$ cat src/rtl/dual_edge_sample_monitor_if.sv
// Signal bundle for dual_edge_sample_monitor. The master drives the monitored
// data and controls, and the slave (the monitor) returns its captures and flags.
interface dual_edge_sample_monitor_if #(
    parameter int WIDTH     = 8,
    parameter int CNT_WIDTH = 8
) ();
    logic                 en;
    logic                 clr;
    logic [WIDTH-1:0]     D;
    logic [WIDTH-1:0]     Q_pos;
    logic [WIDTH-1:0]     Q_neg;
    logic [WIDTH-1:0]     Q_dly;
    logic                 dly_valid;
    logic                 mismatch;
    logic [CNT_WIDTH-1:0] mismatch_cnt;
    logic                 cnt_sat;

    modport master (
        output en, clr, D,
        input  Q_pos, Q_neg, Q_dly, dly_valid, mismatch, mismatch_cnt, cnt_sat
    );

    modport slave (
        input  en, clr, D,
        output Q_pos, Q_neg, Q_dly, dly_valid, mismatch, mismatch_cnt, cnt_sat
    );
endinterface

$ cat src/rtl/dual_edge_sample_monitor.sv
// Captures D on both clock edges, keeps a rising-edge history, and flags and
// counts cycles in which D changed while the clock was low.
module dual_edge_sample_monitor #(
    parameter int WIDTH     = 8,
    parameter int DEPTH     = 4,
    parameter int CNT_WIDTH = 8
) (
    input logic                     clk,
    input logic                     rst,
    dual_edge_sample_monitor_if.slave bus
);
    localparam int                 FILL_W   = $clog2(DEPTH + 1);
    localparam logic [FILL_W-1:0]  FILL_MAX = FILL_W'(DEPTH);

    // Falling-edge domain
    logic [WIDTH-1:0] q_neg_q, q_neg_d;
    logic             neg_tog_q, neg_tog_d;

    // Rising-edge domain
    logic [WIDTH-1:0]     q_pos_q, q_pos_d;
    logic [WIDTH-1:0]     hist_q [DEPTH];
    logic [WIDTH-1:0]     hist_d [DEPTH];
    logic [FILL_W-1:0]    fill_q, fill_d;
    logic                 dly_valid_q, dly_valid_d;
    logic                 mismatch_q, mismatch_d;
    logic [CNT_WIDTH-1:0] cnt_q, cnt_d;
    logic                 neg_valid_q, neg_valid_d;
    logic                 last_tog_q, last_tog_d;
    logic                 neg_cap_s;
    logic                 neg_valid_eff_s;

    // Falling-edge capture; each capture flips neg_tog so the rising domain can see it
    always_comb begin
        q_neg_d   = q_neg_q;
        neg_tog_d = neg_tog_q;
        if (bus.en) begin
            q_neg_d   = bus.D;
            neg_tog_d = ~neg_tog_q;
        end else begin
            q_neg_d   = q_neg_q;
            neg_tog_d = neg_tog_q;
        end
    end

    // Falling-edge registers
    always_ff @(negedge clk or posedge rst) begin
        if (rst) begin
            q_neg_q   <= '0;
            neg_tog_q <= 1'b0;
        end else begin
            q_neg_q   <= q_neg_d;
            neg_tog_q <= neg_tog_d;
        end
    end

    // A toggle since the previous rising edge means one falling capture in the low phase;
    // neg_valid lives entirely in the rising domain so clr can drop it without a second driver.
    assign neg_cap_s       = neg_tog_q ^ last_tog_q;
    assign neg_valid_eff_s = neg_valid_q | neg_cap_s;

    // Rising-edge next state: clr beats en
    always_comb begin
        q_pos_d     = q_pos_q;
        hist_d      = hist_q;
        fill_d      = fill_q;
        dly_valid_d = dly_valid_q;
        mismatch_d  = 1'b0;
        cnt_d       = cnt_q;
        neg_valid_d = neg_valid_eff_s;
        last_tog_d  = neg_tog_q;
        if (bus.clr) begin
            cnt_d       = '0;
            neg_valid_d = 1'b0;
            dly_valid_d = 1'b0;
            fill_d      = '0;
        end else if (bus.en) begin
            q_pos_d   = bus.D;
            hist_d[0] = bus.D;
            for (int i = 1; i < DEPTH; i++) begin
                hist_d[i] = hist_q[i-1];
            end
            if (fill_q != FILL_MAX) begin
                fill_d = fill_q + FILL_W'(1);
            end else begin
                fill_d = fill_q;
            end
            dly_valid_d = (fill_d == FILL_MAX);
            mismatch_d  = neg_valid_eff_s & (bus.D != q_neg_q);
            if (mismatch_d && (cnt_q != {CNT_WIDTH{1'b1}})) begin
                cnt_d = cnt_q + CNT_WIDTH'(1);
            end else begin
                cnt_d = cnt_q;
            end
        end else begin
            mismatch_d = 1'b0;
        end
    end

    // Rising-edge registers
    always_ff @(posedge clk or posedge rst) begin
        if (rst) begin
            q_pos_q     <= '0;
            for (int i = 0; i < DEPTH; i++) begin
                hist_q[i] <= '0;
            end
            fill_q      <= '0;
            dly_valid_q <= 1'b0;
            mismatch_q  <= 1'b0;
            cnt_q       <= '0;
            neg_valid_q <= 1'b0;
            last_tog_q  <= 1'b0;
        end else begin
            q_pos_q     <= q_pos_d;
            hist_q      <= hist_d;
            fill_q      <= fill_d;
            dly_valid_q <= dly_valid_d;
            mismatch_q  <= mismatch_d;
            cnt_q       <= cnt_d;
            neg_valid_q <= neg_valid_d;
            last_tog_q  <= last_tog_d;
        end
    end

    assign bus.Q_pos        = q_pos_q;
    assign bus.Q_neg        = q_neg_q;
    assign bus.Q_dly        = hist_q[DEPTH-1];
    assign bus.dly_valid    = dly_valid_q;
    assign bus.mismatch     = mismatch_q;
    assign bus.mismatch_cnt = cnt_q;
    assign bus.cnt_sat      = &cnt_q;
endmodule
$ cat src/flat_wrapper.sv
// flat-port wrapper written by rule: the top's interface ports become plain ports
module dual_edge_sample_monitor_flat 
#(
    parameter int WIDTH     = 8,
    parameter int DEPTH     = 4,
    parameter int CNT_WIDTH = 8
)
  (clk, rst, bus_en, bus_clr, bus_D, bus_Q_pos, bus_Q_neg, bus_Q_dly, bus_dly_valid, bus_mismatch, bus_mismatch_cnt, bus_cnt_sat);
  dual_edge_sample_monitor_if #(.WIDTH(WIDTH), .CNT_WIDTH(CNT_WIDTH)) bus_i ();
  input logic clk;
  input logic rst;
  input wire logic [$bits(bus_i.en)-1:0] bus_en;
  input wire logic [$bits(bus_i.clr)-1:0] bus_clr;
  input wire logic [$bits(bus_i.D)-1:0] bus_D;
  output wire logic [$bits(bus_i.Q_pos)-1:0] bus_Q_pos;
  output wire logic [$bits(bus_i.Q_neg)-1:0] bus_Q_neg;
  output wire logic [$bits(bus_i.Q_dly)-1:0] bus_Q_dly;
  output wire logic [$bits(bus_i.dly_valid)-1:0] bus_dly_valid;
  output wire logic [$bits(bus_i.mismatch)-1:0] bus_mismatch;
  output wire logic [$bits(bus_i.mismatch_cnt)-1:0] bus_mismatch_cnt;
  output wire logic [$bits(bus_i.cnt_sat)-1:0] bus_cnt_sat;
  assign bus_i.en = bus_en;
  assign bus_i.clr = bus_clr;
  assign bus_i.D = bus_D;
  assign bus_Q_pos = bus_i.Q_pos;
  assign bus_Q_neg = bus_i.Q_neg;
  assign bus_Q_dly = bus_i.Q_dly;
  assign bus_dly_valid = bus_i.dly_valid;
  assign bus_mismatch = bus_i.mismatch;
  assign bus_mismatch_cnt = bus_i.mismatch_cnt;
  assign bus_cnt_sat = bus_i.cnt_sat;
  dual_edge_sample_monitor #(.WIDTH(WIDTH), .DEPTH(DEPTH), .CNT_WIDTH(CNT_WIDTH)) u_core (.clk(clk), .rst(rst), .bus(bus_i));
endmodule
$ cat config.mk
export PLATFORM = sky130hd
export DESIGN_NAME = dual_edge_sample_monitor_flat
export DESIGN_NICKNAME = d
export VERILOG_FILES = /design/src/rtl/dual_edge_sample_monitor_if.sv /design/src/rtl/dual_edge_sample_monitor.sv /design/src/flat_wrapper.sv
export SDC_FILE = /design/constraint.sdc
export NUM_CORES = 1
export LEC_CHECK = 0
export BUFFER_PORTS_ARGS = -buffer_cell sky130_fd_sc_hd__buf_2
export CAP_MARGIN = 20
export CELL_PAD_IN_SITES_DETAIL_PLACEMENT = 0
export CELL_PAD_IN_SITES_GLOBAL_PLACEMENT = 1
export CORE_MARGIN = 2
export CORE_UTILIZATION = 40
export CTS_CLUSTER_DIAMETER = 80
export DETAILED_ROUTE_END_ITERATION = 16
export PLACE_DENSITY = 0.87
export SLEW_MARGIN = 0
export SYNTH_ARGS = -nofsm -noshare
export SYNTH_HDL_FRONTEND = slang
export SYNTH_SLANG_ARGS = --single-unit
$ cat constraint.sdc
create_clock -name clk -period 1.9 [get_ports clk]
set_clock_uncertainty 0.15 [all_clocks]
set_input_delay 0.19 -clock clk [delete_from_list [all_inputs] [get_ports clk]]
set_output_delay 0.19 -clock clk [all_outputs]
set_load 0.02 [all_outputs]
# After elaboration in Yosys (flattened, before gate mapping)
# Cells that the tools add are included.
[classes]
n_mux = 13
n_bitwise = 5
add_sub_neg = 2
magnitude_cmp = 0
n_mul = 0
div = 0
reduce_logical = 6
n_eq_ne = 4
shift = 0
[ops]
columns = ["cell", "n"]
rows = [
  ["8-bit 2-to-1 mux", 3],
  ["3-bit 2-to-1 mux", 5],
  ["8-bit by 1-bit adder with 8-bit output, second input constant", 1],
  ["8-bit inequality test", 1],
  ["8-bit inequality test, second input constant", 1],
  ["8-bit AND reduction", 1],
  ["1-bit 2-to-1 mux", 5],
  ["2-bit AND reduction", 2],
  ["2-bit nonzero test", 2],
  ["3-bit by 1-bit adder with 3-bit output, second input constant", 1],
  ["3-bit equality test, second input constant", 1],
  ["3-bit inequality test, second input constant", 1],
  ["1-bit inverter", 2],
  ["1-bit bitwise AND", 1],
  ["1-bit logical AND", 1],
  ["1-bit bitwise OR", 1],
  ["1-bit XOR", 1],
]
[word_totals]
mem_bits_ro = 0
out_inout_bits = 35
ff_bits = 56
latch_bits = 0
word_cells = 42
memories = 0
ram_bits = 0

# Longest topological paths before layout
# Gate-level depths: netlist (run 1).
[logic_depth]
word_depth = 7
ltp_mapped = 6
depth_no_buf = 6

==> metrics.cfg, run 1 <==
[status]
status = finished with violations
violations = negative setup slack

[final_layout]
multi_input_area_sq_um = 1100
num-fill-cells = 548
drive_gt1_share_pct = 56.9
antenna_cells = 0
seq_area_sq_um = 1400
final_common_cell = dfrtp_1
nets = 276
mostFrequentLayoutCells = 47 x dfrtp_1, 38 x buf_2, 36 x mux2_2
area_growth_pct = 29.6

[placed_design]
place_congestion = 0.839
hpwl_mm = 3.54
port_buffers = 46
place_worst_setup_slack_ns = -0.856

[die]
die-area_sq_um = 7000
initial_core_util_pct = 40.7
die_w_microns = 83.6
coreArea_sq_um = 6240
row_count = 29
dieHeight_microns = 83.6
ioPinCount = 47

[synth]
yosys_warnings = 0
yosys.area.top_type = dfrtp_1
syn_nets = 212
syn-cell-area_sq_um = 2540
syn_avg_cell_area_sq_um = 12.9
synth-async-reset-ratio_pct = 100
synthCells = 197
ys.flop_type = dfrtp_1
ys_seq_area_share_pct = 55.2
synth_top_area_share_pct = 46.4
synth_edf_count = 0
yosys-top-cells-area = dfrtp_1 46%, mux2_2 18%, dfrtn_1 8.9%
ys_types = 37
ys_ff_latch = 56

[global_routing]
grt.total_usage_pct = 14.2
grt_pass1_vias = 1705
grt_start_max_net_pins = 23
grt_pass1_wl_mm = 8.03
antenna_found_initial = 0
grt-ovfl-total = 0

[min_path]
worstHoldStart = bus_D[5]
hold_class = input pin to flop
hold_path_depth = 2

[timing]
fin_ws_ns = -0.891
worst_slew_pin_slew_ns = 0.477
rsz0062_at_grt = yes
maxSlewHeadroom_pct = 68.1
hold_ws_ns = 0.0140
setup_violations = 18
finalHoldViolCount = 0
maxSlewViolCount = 0

[critical_path]
cp_top_family = simple AND/OR/NAND/NOR gates
crit_path_cell_trace = xor2_2, nor4_4, and2_4, buf_6, or4_4, a21oi_2
critical_path_buf_inv_count = 1
crit_start = u_core.bus.Q_neg[7]$_DFFE_NP0P_
crit_fanout = 7
cp.depth = 6
critical-path-slowest-cell = dfrtn_1
worst_r2r_startpoint = u_core.bus.Q_neg[7]$_DFFE_NP0P_
critPathKind = flop to flop
cp-start-kind = flop
cp.arrival_ns = 2.88
worstPathRequired_ns = 1.99
crit_path_max_incr_delay_ns = 0.48
crit_path_end_kind = flop
r2r_cells = 6

[clock_tree]
clkLatencyLatePin_ns = 0.31
cts_root_buf = clkbuf_8
htreeDepth = 2
clock_sinks = 56
clk_path_buf_depth = 2
cts_tree = yes
cts_buffers = 5
path_clk_slew_ns = 0.11

[routing]
dr.first_iter.drc_count = 41
wl_mm = 5.01
remaining_drc_errors = 0
viasPerCell = 4.96
wire_per_inst_microns = 14.8
vias = 1682
drtPass1Iterations = 6
ant_nets = 0

[power]
seqPwrFrac_pct = 46.4
internal-power_mw = 2.31
p_sw_mw = 1.16
power.share.switching_pct = 33.5
p_comb_share_pct = 33.7
p_per_area_nw_per_um2 = 1060
max-vdd-ir-drop_uv = 598
p_leak_nw = 1.51
clkPwrFrac_pct = 19.8

[job]
max_cap_violations = 0

-- per-stage QoR --
stage | total power, mW | TNS [ns] | utilization [%] | cell area [sq um] | cells
2_1_floorplan | 2.38 | -7.66 | - | 2580 | 197
3_3_place_gp | 2.66 | -8.81 | 47.6 | 2970 | 327
3_5_place_dp | 2.70 | -9.36 | 47.6 | 2970 | 327
4_1_cts | 3.43 | -10.42 | 51.0 | 3190 | 337
5_1_grt | 3.66 | -11.76 | 52.7 | 3290 | 339
6_report | 3.48 | -10.84 | 52.7 | 3290 | 339
-- synthesized netlist by cell type, types with 2 or more instances --
master and instances:
a21oi_1 6, nor3_1 2, dfrtp_1 47, xor2_1 10, clkbuf_1 2, or4_1 3, inv_1 5, xnor2_1 2
o31ai_1 3, dfrtn_1 9, nor2_1 11, mux2_2 40, ha_1 3, mux2_1 2, nand2b_1 3, buf_4 16
nor4_1 2, buf_2 4, nand2_1 2, a311oi_1 2, nand3_1 3, nand4_1 3, nor4_2 2, nor2b_1 2
-- logic make-up (layout without fill, tap and decap cells) --
| logic type | count (synthesis) | count (layout) | synth area share [%] |
|---|---|---|---|
| DFF | 56 | 56 | 55.2 |
| and+or+nand+nor | 38 | 38 | 8.78 |
| buffers and inverters | 29 | 94 | 7.15 |
| AOI/OAI and AO/OA | 16 | 16 | 4.19 |
| adders and majority gates | 3 | 3 | 1.48 |
| xor gates and xnor gates | 12 | 12 | 4.14 |
| muxes | 43 | 43 | 19.0 |
-- routing by layer --
layer	track usage, %	vias up	routed length [microns]
met4	3.67	0	26
met2	23.9	35	2550
met5	0	-	0
met3	3.76	4	218
met1	18.1	849	2220
li1	-	794	-
-- worst register-to-register path, cell delays in order (launching register included) --
cell	delay, ns
dfrtn_1	0.48
xor2_2	0.22
nor4_4	0.09
and2_4	0.18
buf_6	0.13
or4_4	0.41
a21oi_2	0.12
-- final cells by class --
cell class	instances	share of cell area, %
timing repair buffer	81	17.5
inverter	5	0.685
tap	77	2.93
multi-input combinational	112	33.4
clock buffer	5	2.09
clock inverter	3	0.761
sequential	56	42.6
-- state kept, by name (all words and copies together), names as in the netlist --
register	count
u_core.bus.dly_valid	1
u_core.bus.Q_dly	8
u_core.last_tog_q	1
u_core.fill_q	3
u_core.hist_q	24
u_core.bus.mismatch	1
u_core.bus.mismatch_cnt	8
u_core.bus.Q_neg	8
u_core.last_tog_d	1
u_core.neg_valid_q	1
-- power groups by stage --
stage / clock network (mW) / registers [mW] / logic, mW
5_1_grt: 0.754 / 1.65 / 1.26
3_5_place_dp: 0 / 1.63 / 1.07
6_report: 0.689 / 1.62 / 1.17
4_1_cts: 0.702 / 1.61 / 1.12
2_1_floorplan: 0 / 1.66 / 0.715
3_3_place_gp: 0 / 1.61 / 1.05
-- final timing paths --
| kind | end | slack [ns] |
|---|---|---|
| min in group asynchronous | u_core.bus.Q_dly[2]$_DFFE_PP0P_ | 0.28 |
| setup reg to reg | u_core.bus.mismatch_cnt[3]$_DFFE_PP0P_ | -0.89 |
| max in group asynchronous | u_core.bus.Q_neg[7]$_DFFE_NP0P_ | 0.18 |
| hold reg to reg | u_core.bus.Q_dly[6]$_DFFE_PP0P_ | 0.36 |
| hold / removal | u_core.hist_q[29]$_DFFE_PP0P_ | 0.01 |
| setup / recovery | u_core.bus.mismatch_cnt[3]$_DFFE_PP0P_ | -0.89 |
-- timing repair --
action	4_1_cts	5_1_grt
setup buffers	1	3
pin swaps	7	5
hold buffers	2	0
setup endpoints to repair	19	19
resized for setup	25	16
endpoints found under the hold margin	8	0
Power figures use the tool's default switching activity.
==> run 2: changes to the inputs <==
Settings changed: PLACE_DENSITY 0.87 to not set, PLACE_DENSITY_LB_ADDON set to 0.1, SLEW_MARGIN 0 to not set.
==> run 2 against run 1 <==
  * Largest cell class unchanged
  * Worst setup slack gained 0.024 ns
  * Sequential share of layout area shrank 0.83 points
  * The run still ends with negative setup slack left
  * Non-clock buffer count is 5 higher
  * Global-route usage up 1.3 points
  * First-iteration DRC count increased by 56%
  * Wire length is 3.0% higher
  * Count of clock-buffer cells in the layout up 1
  * Clock power is 6.5% lower
  * Critical endpoint is now u_core.bus.mismatch_cnt[2]$_DFFE_PP0P_
==> metrics.cfg, run 2 (synthesized netlist as in run 1, its figures left out) <==
[status]
status = finished with violations  ; unchanged
violations = negative setup slack  ; unchanged

[critical_path]
worst_r2r_startpoint = u_core.bus.Q_neg[3]$_DFFE_NP0P_  ; was u_core.bus.Q_neg[7]$_DFFE_NP0P_
reg2reg_to = u_core.bus.mismatch_cnt[2]$_DFFE_PP0P_  ; was u_core.bus.mismatch_cnt[3]$_DFFE_PP0P_
crit_start = u_core.bus.Q_neg[3]$_DFFE_NP0P_  ; was u_core.bus.Q_neg[7]$_DFFE_NP0P_
r2r_cells = 6  ; unchanged
worstPathRequired_ns = 1.99  ; about the same
r2r_slack_ns = -0.87  ; was -0.89 ns
crit_fanout = 6  ; was 7
crit_path_end_kind = flop  ; unchanged
cp-start-kind = flop  ; unchanged
critPathKind = flop to flop  ; unchanged
cp.arrival_ns = 2.86  ; was 2.88 ns

[timing]
fin_ws_ns = -0.868  ; was -0.891 ns
rsz0062_at_grt = yes  ; unchanged
maxSlewViolCount = 0  ; unchanged
finalHoldViolCount = 0  ; unchanged
hold_ws_ns = 0.0197  ; was 0.0140 ns
setup_violations = 18  ; unchanged
maxSlewHeadroom_pct = 73.4  ; was 68.1%
worst_slew_pin_slew_ns = 0.396  ; was 0.477 ns

[routing]
drtPass1Iterations = 4  ; was 6
vias = 1709  ; was 1682
wire_per_inst_microns = 15.0  ; was 14.8 microns
ant_nets = 0  ; unchanged
remaining_drc_errors = 0  ; unchanged
viasPerCell = 4.97  ; was 4.96
wl_mm = 5.16  ; was 5.01 mm
dr.first_iter.drc_count = 64  ; was 41

[final_layout]
final_common_cell = dfrtp_1  ; unchanged
antenna_cells = 0  ; unchanged
mostFrequentLayoutCells = 47 x dfrtp_1, 38 x buf_2, 36 x mux2_2  ; unchanged
instances_no_fill = 344  ; was 339
fin_util_pct = 53.7  ; was 52.7%
drive_gt1_share_pct = 58.1  ; was 56.9%
area_growth_pct = 32.2  ; was 29.6%
num-fill-cells = 542  ; was 548
largest_reg_flops = 24  ; unchanged
nets = 281  ; was 276
regMostFlops = u_core.hist_q  ; unchanged

[clock_tree]
clock_sinks = 56  ; unchanged
htreeDepth = 2  ; unchanged
path_clk_slew_ns = 0.10  ; was 0.11 ns
clk_path_buf_depth = 2  ; unchanged
cts_buffers = 5  ; unchanged
cts_root_buf = clkbuf_8  ; unchanged
clkLatencyLatePin_ns = 0.31  ; about the same
cts_tree = yes  ; unchanged

[global_routing]
grt_start_max_net_pins = 33  ; was 23
grt.total_usage_pct = 15.5  ; was 14.2%
antenna_found_initial = 0  ; unchanged
grt-ovfl-total = 0  ; unchanged
grt_pass1_wl_mm = 8.69  ; was 8.03 mm
grt_pass1_vias = 1803  ; was 1705

[die]
die_w_microns = 83.6  ; unchanged
ioPinCount = 47  ; unchanged
row_count = 29  ; unchanged
die-area_sq_um = 7000  ; unchanged
coreArea_sq_um = 6240  ; unchanged
dieHeight_microns = 83.6  ; unchanged
initial_core_util_pct = 40.7  ; unchanged

[placed_design]
dp_cells = 329  ; was 327
place_worst_setup_slack_ns = -0.902  ; was -0.856 ns
port_buffers = 46  ; unchanged
hpwl_mm = 3.69  ; was 3.54 mm
place_congestion = 0.770  ; was 0.839

[power]
p_leak_nw = 1.53  ; was 1.51 nW
max-vdd-ir-drop_uv = 542  ; was 598 uV
total_power_mw = 3.61  ; was 3.48 mW
p_per_area_nw_per_um2 = 1080  ; was 1060 nW/um^2

[min_path]
hold_end = u_core.hist_q[28]$_DFFE_PP0P_  ; was u_core.hist_q[29]$_DFFE_PP0P_
hold_path_depth = 2  ; unchanged
worstHoldStart = bus_D[4]  ; was bus_D[5]
hold_class = input pin to flop  ; unchanged

[job]
max_cap_violations = 0  ; unchanged

[run 2: stage by stage]
| step | area [sq um] | setup TNS, ns |
|---|---|---|
| finish | 3350 | -10.48 |
| detailed placement | 3000 | -8.89 |
| global route | 3350 | -11.52 |
| global placement | 3000 | -8.61 |
| CTS | 3230 | -10.17 |
| floorplan | 2580 | -7.66 |
[run 2: worst max-delay path, stage by stage (launching register included)]
cell and delay [ns]:
dfrtn_1 0.47, xor2_2 0.19, nor4_4 0.08, and2_4 0.18, buf_6 0.13, or4_4 0.42, a21oi_2 0.14
[run 2: report_power, final]
group | switching, mW | internal (mW)
clock network | 0.381 | 0.263
logic | 0.655 | 0.688
registers | 0.156 | 1.46
[run 2: layout make-up]
| cell class | instances | area (sq um) | area share [%] |
|---|---|---|---|
| sequential | 56 | 1400 | 41.8 |
| multi-input combinational | 112 | 1100 | 32.8 |
| timing repair buffer | 86 | 643 | 19.2 |
| tap | 77 | 96.3 | 2.87 |
| clock buffer | 6 | 72.6 | 2.16 |
| inverter | 5 | 22.5 | 0.672 |
| clock inverter | 2 | 16.3 | 0.485 |
[run 2: per-layer routing]
layer / track usage, % / share of wire [%]
met4: 3.52 / 0.95
met5: 0 / 0
met1: 20.8 / 46
met2: 25.3 / 49
met3: 3.96 / 3.9
[run 2: how the worst max path moves through the flow]
stage | endpoint | slack (ns) | cells past startpoint
floorplan | u_core.bus.mismatch_cnt[5]$_DFFE_PP0P_ | -0.96 | 6
global placement | u_core.bus.mismatch_cnt[2]$_DFFE_PP0P_ | -0.84 | 6
detailed placement | u_core.bus.mismatch_cnt[3]$_DFFE_PP0P_ | -0.90 | 5
CTS | u_core.bus.mismatch_cnt[3]$_DFFE_PP0P_ | -0.84 | 6
global route | u_core.bus.mismatch_cnt[2]$_DFFE_PP0P_ | -0.93 | 6
finish | u_core.bus.mismatch_cnt[2]$_DFFE_PP0P_ | -0.87 | 6
[run 2: what timing repair did]
item,CTS,global route
setup buffers,5,3
endpoints found under the setup margin,19,19
gates resized for setup,30,17
hold buffers,2,1
hold endpoints to repair,5,1
pin swaps,12,10
==> run 3: changes to the inputs <==
Settings changed: SKIP_CTS_REPAIR_TIMING set to 1.
==> run 3 against run 2 <==
  * The flow still finishes with violations (negative setup slack)
  * Utilization is 1.9 points lower
  * Sequential share of layout area grew 1.5 points
  * Global-route usage decreased by 0.34 points
  * Combinational power down 10%
  * Critical endpoint is now u_core.bus.mismatch_cnt[3]$_DFFE_PP0P_
==> metrics.cfg, run 3 (synthesized netlist as in run 1, its figures left out) <==
[status]
status = finished with violations  ; unchanged
violations = negative setup slack  ; unchanged

[critical_path]
worstPathRequired_ns = 1.99  ; about the same
critPathKind = flop to flop  ; unchanged
crit_fanout = 6  ; unchanged
cp.arrival_ns = 2.86  ; about the same
cp-start-kind = flop  ; unchanged
crit_path_end_kind = flop  ; unchanged

[global_routing]
antenna_found_initial = 0  ; unchanged
grt.total_usage_pct = 15.1  ; was 15.5%
grt-ovfl-total = 0  ; unchanged
grt_pass1_wl_mm = 8.46  ; was 8.69 mm
grt_start_max_net_pins = 33  ; unchanged
grt_pass1_vias = 1771  ; was 1803

[die]
die_w_microns = 83.6  ; unchanged
die-area_sq_um = 7000  ; unchanged
initial_core_util_pct = 40.7  ; unchanged
row_count = 29  ; unchanged
dieHeight_microns = 83.6  ; unchanged
ioPinCount = 47  ; unchanged
coreArea_sq_um = 6240  ; unchanged

[clock_tree]
cts_root_buf = clkbuf_8  ; unchanged
cts_buffers = 5  ; unchanged
htreeDepth = 2  ; unchanged
clkLatencyLatePin_ns = 0.31  ; about the same
clock_sinks = 56  ; unchanged
cts_tree = yes  ; unchanged
path_clk_slew_ns = 0.10  ; about the same
clk_path_buf_depth = 2  ; unchanged

[min_path]
hold_class = input pin to flop  ; unchanged

[final_layout]
drive_gt1_share_pct = 54.8  ; was 58.1%
fin_area_sq_um = 3240  ; was 3350 sq um
final_common_cell = dfrtp_1  ; unchanged
nets = 277  ; was 281
num-fill-cells = 560  ; was 542
regMostFlops = u_core.hist_q  ; unchanged
largest_reg_flops = 24  ; unchanged
antenna_cells = 0  ; unchanged
area_growth_pct = 27.6  ; was 32.2%
mostFrequentLayoutCells = 47 x dfrtp_1, 38 x buf_2, 36 x mux2_2  ; unchanged

[routing]
vias = 1650  ; was 1709
viasPerCell = 4.85  ; was 4.97
ant_nets = 0  ; unchanged
dr.first_iter.drc_count = 83  ; was 64
remaining_drc_errors = 0  ; unchanged
drtPass1Iterations = 4  ; unchanged
wire_per_inst_microns = 14.9  ; was 15.0 microns
wl_mm = 5.06  ; was 5.16 mm

[job]
max_cap_violations = 0  ; unchanged

[power]
p_per_area_nw_per_um2 = 1070  ; was 1080 nW/um^2
p_leak_nw = 1.50  ; was 1.53 nW
max-vdd-ir-drop_uv = 501  ; was 542 uV
total_power_mw = 3.46  ; was 3.61 mW

[timing]
hold_ws_ns = 0.00170  ; was 0.0197 ns
finalHoldViolCount = 0  ; unchanged
rsz0062_at_grt = yes  ; unchanged
maxSlewHeadroom_pct = 73.6  ; was 73.4%
fin_ws_ns = -0.875  ; was -0.868 ns
setup_violations = 19  ; was 18
worst_slew_pin_slew_ns = 0.396  ; about the same
maxSlewViolCount = 0  ; unchanged

[placed_design]
dpl_cell_area_sq_um = 3000  ; unchanged
port_buffers = 46  ; unchanged
place_congestion = 0.770  ; unchanged
hpwl_mm = 3.69  ; unchanged
place_worst_setup_slack_ns = -0.902  ; unchanged

[run 3: area by class of cell]
class                   instances  area (sq um)  area share [%]
flip-flops and latches         56          1400            43.3
multi-input cells             112          1030            31.8
repair buffers                 82           599            18.5
well taps                      77          96.3            2.98
clock buffers                   6          72.6            2.24
inverters                       5          22.5           0.696
clock inverters                 2          16.3           0.503
[run 3: path summary, 6_finish.rpt]
| check | cells after the start | endpoint | slack [ns] | start |
|---|---|---|---|---|
| min in group asynchronous | 3 | u_core.bus.Q_dly[7]$_DFFE_PP0P_ | 0.23 | rst |
| setup reg to reg | 5 | u_core.bus.mismatch_cnt[3]$_DFFE_PP0P_ | -0.88 | u_core.last_tog_d$_DFFE_NP0P_ |
| max in group asynchronous | 3 | u_core.last_tog_d$_DFFE_NP0P_ | 0.27 | rst |
| setup / recovery | 5 | u_core.bus.mismatch_cnt[3]$_DFFE_PP0P_ | -0.88 | u_core.last_tog_d$_DFFE_NP0P_ |
| hold / removal | 2 | u_core.hist_q[31]$_DFFE_PP0P_ | 0.002 | bus_D[7] |
| hold reg to reg | 1 | u_core.bus.Q_dly[6]$_DFFE_PP0P_ | 0.36 | u_core.bus.Q_dly[6]$_DFFE_PP0P_ |
[run 3: routing by layer]
layer | vias to the layer above | part of all wire (%) | track usage (%)
met5 | - | 0 | 0
met4 | 0 | 0.99 | 3.67
met3 | 5 | 3.6 | 3.86
met2 | 29 | 48 | 24.5
met1 | 817 | 48 | 20.5
li1 | 799 | - | -
[run 3: report_power, final]
group / switching [mW] / total, mW / internal [mW]
registers: 0.154 / 1.62 / 1.46
clock network: 0.384 / 0.647 / 0.263
logic: 0.595 / 1.20 / 0.603
total: 1.13 / 3.46 / 2.33
[run 3: critical path, stage by stage (launching register included)]
cell and delay (ns):
dfrtn_1 0.46, xor2_2 0.21, o22ai_2 0.13, buf_4 0.18, or4_4 0.48, a21oi_2 0.15
[run 3: metrics by stage]
step | std cells | util (%) | setup TNS (ns)
2_1_floorplan | 197 | - | -7.66
3_3_place_gp | 329 | 48.1 | -8.61
3_5_place_dp | 329 | 48.1 | -8.89
4_1_cts | 337 | 49.5 | -10.95
5_1_grt | 340 | 51.9 | -11.29
6_report | 340 | 51.9 | -10.24
